==> src/rtl/key_stim_sequencer.sv <==
// Key-press stimulus generator: drives an active-low key bus with a repeated release/press pattern.
// Optional KEY_SEQ_WALK_EN: each iteration presses one masked key, walking upward through the mask.
module key_stim_sequencer #(
  parameter int NUM_KEYS = 4,
  parameter int CNT_W    = 16,
  parameter int REP_W    = 8
) (
  input  logic                clk,
  input  logic                rst,
  input  logic                start,
  input  logic                abort,
  input  logic [CNT_W-1:0]    hold_cycles,
  input  logic [CNT_W-1:0]    press_cycles,
  input  logic [REP_W-1:0]    repeat_count,
  input  logic [NUM_KEYS-1:0] key_mask,
  output logic [NUM_KEYS-1:0] key_n,
  output logic                busy,
  output logic                done,
  output logic [REP_W-1:0]    iter
);

  typedef enum logic [1:0] {IDLE, RELEASE, PRESS, DONE} state_t;

  state_t              state, state_next;
  logic [CNT_W-1:0]    cnt, cnt_next;
  logic [CNT_W-1:0]    hold_m1, hold_m1_next;
  logic [CNT_W-1:0]    press_m1, press_m1_next;
  logic [REP_W-1:0]    rep, rep_next;
  logic [REP_W-1:0]    iter_next;
  logic [NUM_KEYS-1:0] mask, mask_next;
  logic [NUM_KEYS-1:0] press_set;
  logic [NUM_KEYS-1:0] key_n_next;
  logic                busy_next, done_next;

`ifdef KEY_SEQ_WALK_EN
  localparam int PTR_W = (NUM_KEYS > 1) ? $clog2(NUM_KEYS) : 1;

  logic [PTR_W-1:0] ptr, ptr_next;

  // First set bit strictly above 'from', wrapping; from = NUM_KEYS-1 yields the lowest set bit.
  function automatic logic [PTR_W-1:0] next_set(input logic [NUM_KEYS-1:0] m, input int from);
    logic [PTR_W-1:0] r;
    r = '0;
    for (int s = NUM_KEYS; s >= 1; s--) begin
      int idx;
      idx = (from + s) % NUM_KEYS;
      if (m[idx]) r = PTR_W'(idx);
    end
    return r;
  endfunction

  assign press_set = mask & (NUM_KEYS'(1) << ptr);
`else
  assign press_set = mask;
`endif

  // NOTE: every variable gets a default first so no path through the case leaves it unassigned,
  // which would otherwise infer a latch.
  always_comb begin
    state_next    = state;
    cnt_next      = cnt;
    hold_m1_next  = hold_m1;
    press_m1_next = press_m1;
    rep_next      = rep;
    mask_next     = mask;
    iter_next     = iter;
`ifdef KEY_SEQ_WALK_EN
    ptr_next      = ptr;
`endif

    if (abort) begin
      state_next = IDLE;
    end else begin
      case (state)
        IDLE: begin
          if (start) begin
            state_next    = RELEASE;
            hold_m1_next  = (hold_cycles  == '0) ? '0 : hold_cycles  - CNT_W'(1);
            press_m1_next = (press_cycles == '0) ? '0 : press_cycles - CNT_W'(1);
            cnt_next      = hold_m1_next;
            rep_next      = repeat_count;
            mask_next     = key_mask;
            iter_next     = '0;
`ifdef KEY_SEQ_WALK_EN
            ptr_next      = next_set(key_mask, NUM_KEYS - 1);
`endif
          end
        end
        RELEASE: begin
          if (cnt == '0) begin
            state_next = PRESS;
            cnt_next   = press_m1;
          end else begin
            cnt_next = cnt - CNT_W'(1);
          end
        end
        PRESS: begin
          if (cnt == '0) begin
            iter_next = iter + REP_W'(1);
            // Repeat count of zero never matches, so the loop runs until abort.
            if (rep != '0 && iter_next == rep) begin
              state_next = DONE;
            end else begin
              state_next = RELEASE;
              cnt_next   = hold_m1;
`ifdef KEY_SEQ_WALK_EN
              ptr_next   = next_set(mask, int'(ptr));
`endif
            end
          end else begin
            cnt_next = cnt - CNT_W'(1);
          end
        end
        DONE: begin
          state_next = IDLE;
        end
      endcase
    end

    // Outputs are decoded from the next state so they can be registered with no extra latency.
    busy_next  = (state_next == RELEASE) || (state_next == PRESS);
    done_next  = (state_next == DONE);
    key_n_next = (state_next == PRESS) ? ~press_set : '1;
  end

  // NOTE: state registers use non-blocking assignments so every flop samples pre-edge values.
  always_ff @(posedge clk) begin
    if (rst) begin
      state    <= IDLE;
      cnt      <= '0;
      iter     <= '0;
      key_n    <= '1;
      busy     <= 1'b0;
      done     <= 1'b0;
    end else begin
      state    <= state_next;
      cnt      <= cnt_next;
      iter     <= iter_next;
      key_n    <= key_n_next;
      busy     <= busy_next;
      done     <= done_next;
    end
  end

  // NOTE: latched parameters are left unreset; they are always reloaded on start before use.
  always_ff @(posedge clk) begin
    hold_m1  <= hold_m1_next;
    press_m1 <= press_m1_next;
    rep      <= rep_next;
    mask     <= mask_next;
  end

`ifdef KEY_SEQ_WALK_EN
  always_ff @(posedge clk) begin
    if (rst) ptr <= '0;
    else     ptr <= ptr_next;
  end
`endif

endmodule

==> config.mk <==
export PLATFORM = sky130hd
export DESIGN_NAME = key_stim_sequencer
export DESIGN_NICKNAME = d
export VERILOG_FILES = /design/src/rtl/key_stim_sequencer.sv
export SDC_FILE = /design/constraint.sdc
export NUM_CORES = 1
export LEC_CHECK = 0
export BUFFER_PORTS_ARGS = -buffer_cell sky130_fd_sc_hd__buf_4
export CAP_MARGIN = 20
export CORE_AREA = 2 2 111 113
export DETAILED_ROUTE_END_ITERATION = 10
export DIE_AREA = 0 0 113 115
export SLEW_MARGIN = 20
export SYNTH_ARGS = -nofsm -noshare
export SYNTH_HDL_FRONTEND = slang
export SYNTH_SLANG_ARGS = --single-unit
==> constraint.sdc <==
create_clock -name clk -period 3.5 [get_ports clk]
set_clock_uncertainty 0.05 [all_clocks]
set_input_delay 0.35 -clock clk [delete_from_list [all_inputs] [get_ports clk]]
set_output_delay 0.35 -clock clk [all_outputs]
set_load 0.03 [all_outputs]
==> results.yml <==
finish:
  drive_gt1_share_pct: 21.2
  synthToLayoutAreaGrowth_pct: 18.9
  multi_input_area_sq_mm: 0.00251
  layout.nets: 604
  finalInstanceArea_sq_mm: 0.00551
  seq_area_sq_mm: 0.00196
  final_common_cell: "buf_4"
  nFillCells: 1141
  final_cell_mix: "buf_4, nor2_1, edfxtp_1, nand2_1, a21oi_1"
  antenna_cells: 0
global_route:
  busiest_layer: "met2"
  grt_max_degree: 45
  globalRouteOverflowTotal: 0
  grt_use_met2_pct: 30.4
  grt_pass1_vias: 3826
  use_met1_pct: 26.7
  grtUsageTotal_pct: 19.1
  grt_pass1_wl_um: 19700
  met3_usage_pct: 3.74
  antenna_found_initial: 0
detailed_routing:
  dr.pass1.iters: 8
  drt_iter0_drc: 317
  vias: 4068
  avgRoutedWirePerCell_um: 17.8
  drc: 1
  antenna_left: 0
  totalWireLength_um: 12400
  viasPerCell: 5.82
cts:
  clk_pin_slew_ns: 0.06
  cts_hold_buf: 0
  root_buffer: "clkbuf_16"
  cts_buffers: 9
  htree_levels: 3
  postCtsSetupBuffers: 0
  cts_tree: "done"
  cts-resized-gates: 0
  cts.path.max_buffers: 2
  insertion_delay_ns: 0.33
  cts_sinks: 76
outcome:
  outcome: "complete, but fails checks"
  violations: "DRC"
logic_synthesis:
  synth.net_count: 550
  ys_async_sr_fraction_pct: 0
  synth_edf_count: 44
  ys_types: 71
  ys_seq_area_share_pct: 42.3
  yosys_most_used_dff: "edfxtp_1"
  synthCells: 493
  postSynthAreaPerCell_sq_um: 9.40
  syn_area_sq_mm: 0.00463
  yosysWarnings: 0
  synth-seq-cells: 76
power_and_ir_drop:
  leakage_nw: 1.92
  p_per_area_mw_per_mm2: 422
  ir_worst_vdd_mv: 0.313
worst_setup_path:
  cp_num_buf_inv: 0
  crit_path_cell_trace: "ha_1 -> nand3_1 -> or3_1 -> a22oi_1 -> o211ai_1 -> a2111oi_4 -> nand3_1"
  crit_arrival_ns: 3.07
  worstSetupStartpointType: "register"
  crit_top_cell: "nand3_1"
  end_kind: "register"
  crit_family: "compound AO/OA/AOI/OAI gates"
  critical_path_peak_fanout: 7
  cp.required_ns: 3.65
  crit_path_top_delay_cell: "a2111oi_4"
  slowest_delay_ns: 0.53
  crit_type: "reg2reg"
sta:
  clock.fmax_ghz: 0.343
  relSlewSlack_pct: 47.1
  hold_viol: 0
  setup_viol: 0
  finalMaxSlewViolations: 0
  setup_ws_ns: 0.582
  period_share_pct: 83.4
  finalSetupTns_ns: 0
  rsz0062_at_grt: "no"
  min_period_ns: 2.92
  tightest_slew_ns: 0.793
die:
  die_w_um: 113
  dieArea_sq_mm: 0.0130
  io_pins: 62
  core_sq_mm: 0.0118
  rows: 40
  die_y_um: 115
  initial_core_util_pct: 39.2
placed_design:
  gp_congestion: 0.909
  dp_slack_ns: 0.625
  hpwl_um: 9040
  io_buffers: 61
  place_area_sq_mm: 0.00523
worst_hold_path:
  worstHoldPathType: "in2reg"
run:
  timing.max_cap.violations: 0
[worst reg2reg max path: stages, from the launching register on]
cell       delay, ns
dfxtp_1         0.47
ha_1            0.27
nand3_1         0.24
or3_1           0.44
a22oi_1         0.36
o211ai_1        0.29
a2111oi_4       0.53
nand3_1         0.13
[kinds of logic (layout without fill, tap and decap cells)]
| kind of cell | after synthesis | count (layout) | share of synthesized area, % |
|---|---|---|---|
| compound gates | 136 | 136 | 22.7 |
| xor+xnor | 27 | 27 | 5.10 |
| fa+ha+maj | 9 | 9 | 2.43 |
| buf+inv | 40 | 99 | 3.67 |
| flops | 76 | 76 | 42.3 |
| mux | 5 | 5 | 1.19 |
| simple gates | 200 | 200 | 22.6 |
[cells in the mapped netlist (4+ instances only)]
| library cell | instances | area, sq um |
|---|---|---|
| edfxtp_1 | 44 | 1320 |
| a21oi_1 | 34 | 170 |
| a211oi_2 | 6 | 75.1 |
| o21ai_0 | 16 | 80.1 |
| xor2_1 | 9 | 78.8 |
| a32oi_1 | 4 | 35.0 |
| o31ai_1 | 24 | 180 |
| mux2_2 | 4 | 45.0 |
| nand2_1 | 36 | 135 |
| clkbuf_1 | 19 | 71.3 |
| inv_1 | 14 | 52.6 |
| nor3_1 | 31 | 155 |
| nand4_1 | 4 | 25.0 |
| nor2b_1 | 8 | 50.1 |
| nand3_1 | 18 | 90.1 |
| buf_2 | 4 | 20.0 |
| or3_1 | 7 | 43.8 |
| nor2_1 | 55 | 206 |
| or4_1 | 8 | 60.1 |
| nand2b_1 | 4 | 25.0 |
| a221oi_1 | 6 | 52.6 |
| ha_1 | 9 | 113 |
| nor4_1 | 7 | 43.8 |
| o22ai_1 | 4 | 25.0 |
| o2111ai_1 | 5 | 43.8 |
| dfxtp_1 | 32 | 641 |
| xnor2_1 | 18 | 158 |
[worst paths after layout]
path	to	slack, ns	cells past startpoint	startpoint
max reg2reg	key_n[3]	0.58	7	iter[0]
max	key_n[3]	0.58	7	iter[0]
min	rep[6]	0.14	1	repeat_count[6]
min reg2reg	key_n[1]	0.37	1	mask[1]
[power by group]
group	leakage [nW]	internal [mW]	switching (mW)
Clock	0.135	0.491	0.393
Combinational	1.11	0.154	0.260
Sequential	0.672	0.994	0.0359
[routing by layer]
metal,up-vias,routed length (um)
li1,1993,-
met1,1929,5820
met2,138,5770
met3,8,729
met4,0,114
met5,-,0
[metrics by stage]
stage / util, % / power, mW / cells / hold slack, ns
2_1_floorplan: - / 1.32 / 493 / 0.356
3_5_place_dp: 44.2 / 1.45 / 683 / 0.365
6_report: 46.6 / 2.33 / 699 / 0.141
5_1_grt: 46.6 / 2.42 / 699 / 0.127
3_3_place_gp: 44.2 / 1.45 / 683 / 0.367
4_1_cts: 46.6 / 2.34 / 699 / 0.132
[layout make-up]
type	count	share of cell area, %
clock buffers	9	4.09
inverters	14	0.954
well taps	147	3.34
multi-input cells	377	45.6
repair buffers	69	9.40
clock inverters	7	1.04
flip-flops and latches	76	35.6
[sequential cells by signal (all words and copies together) (netlist names)]
name	flops
busy	1
cnt	16
done	1
hold_m1	16
iter	8
key_n	4
mask	4
press_m1	16
rep	8
state	2
Power figures use the tool's default switching activity.
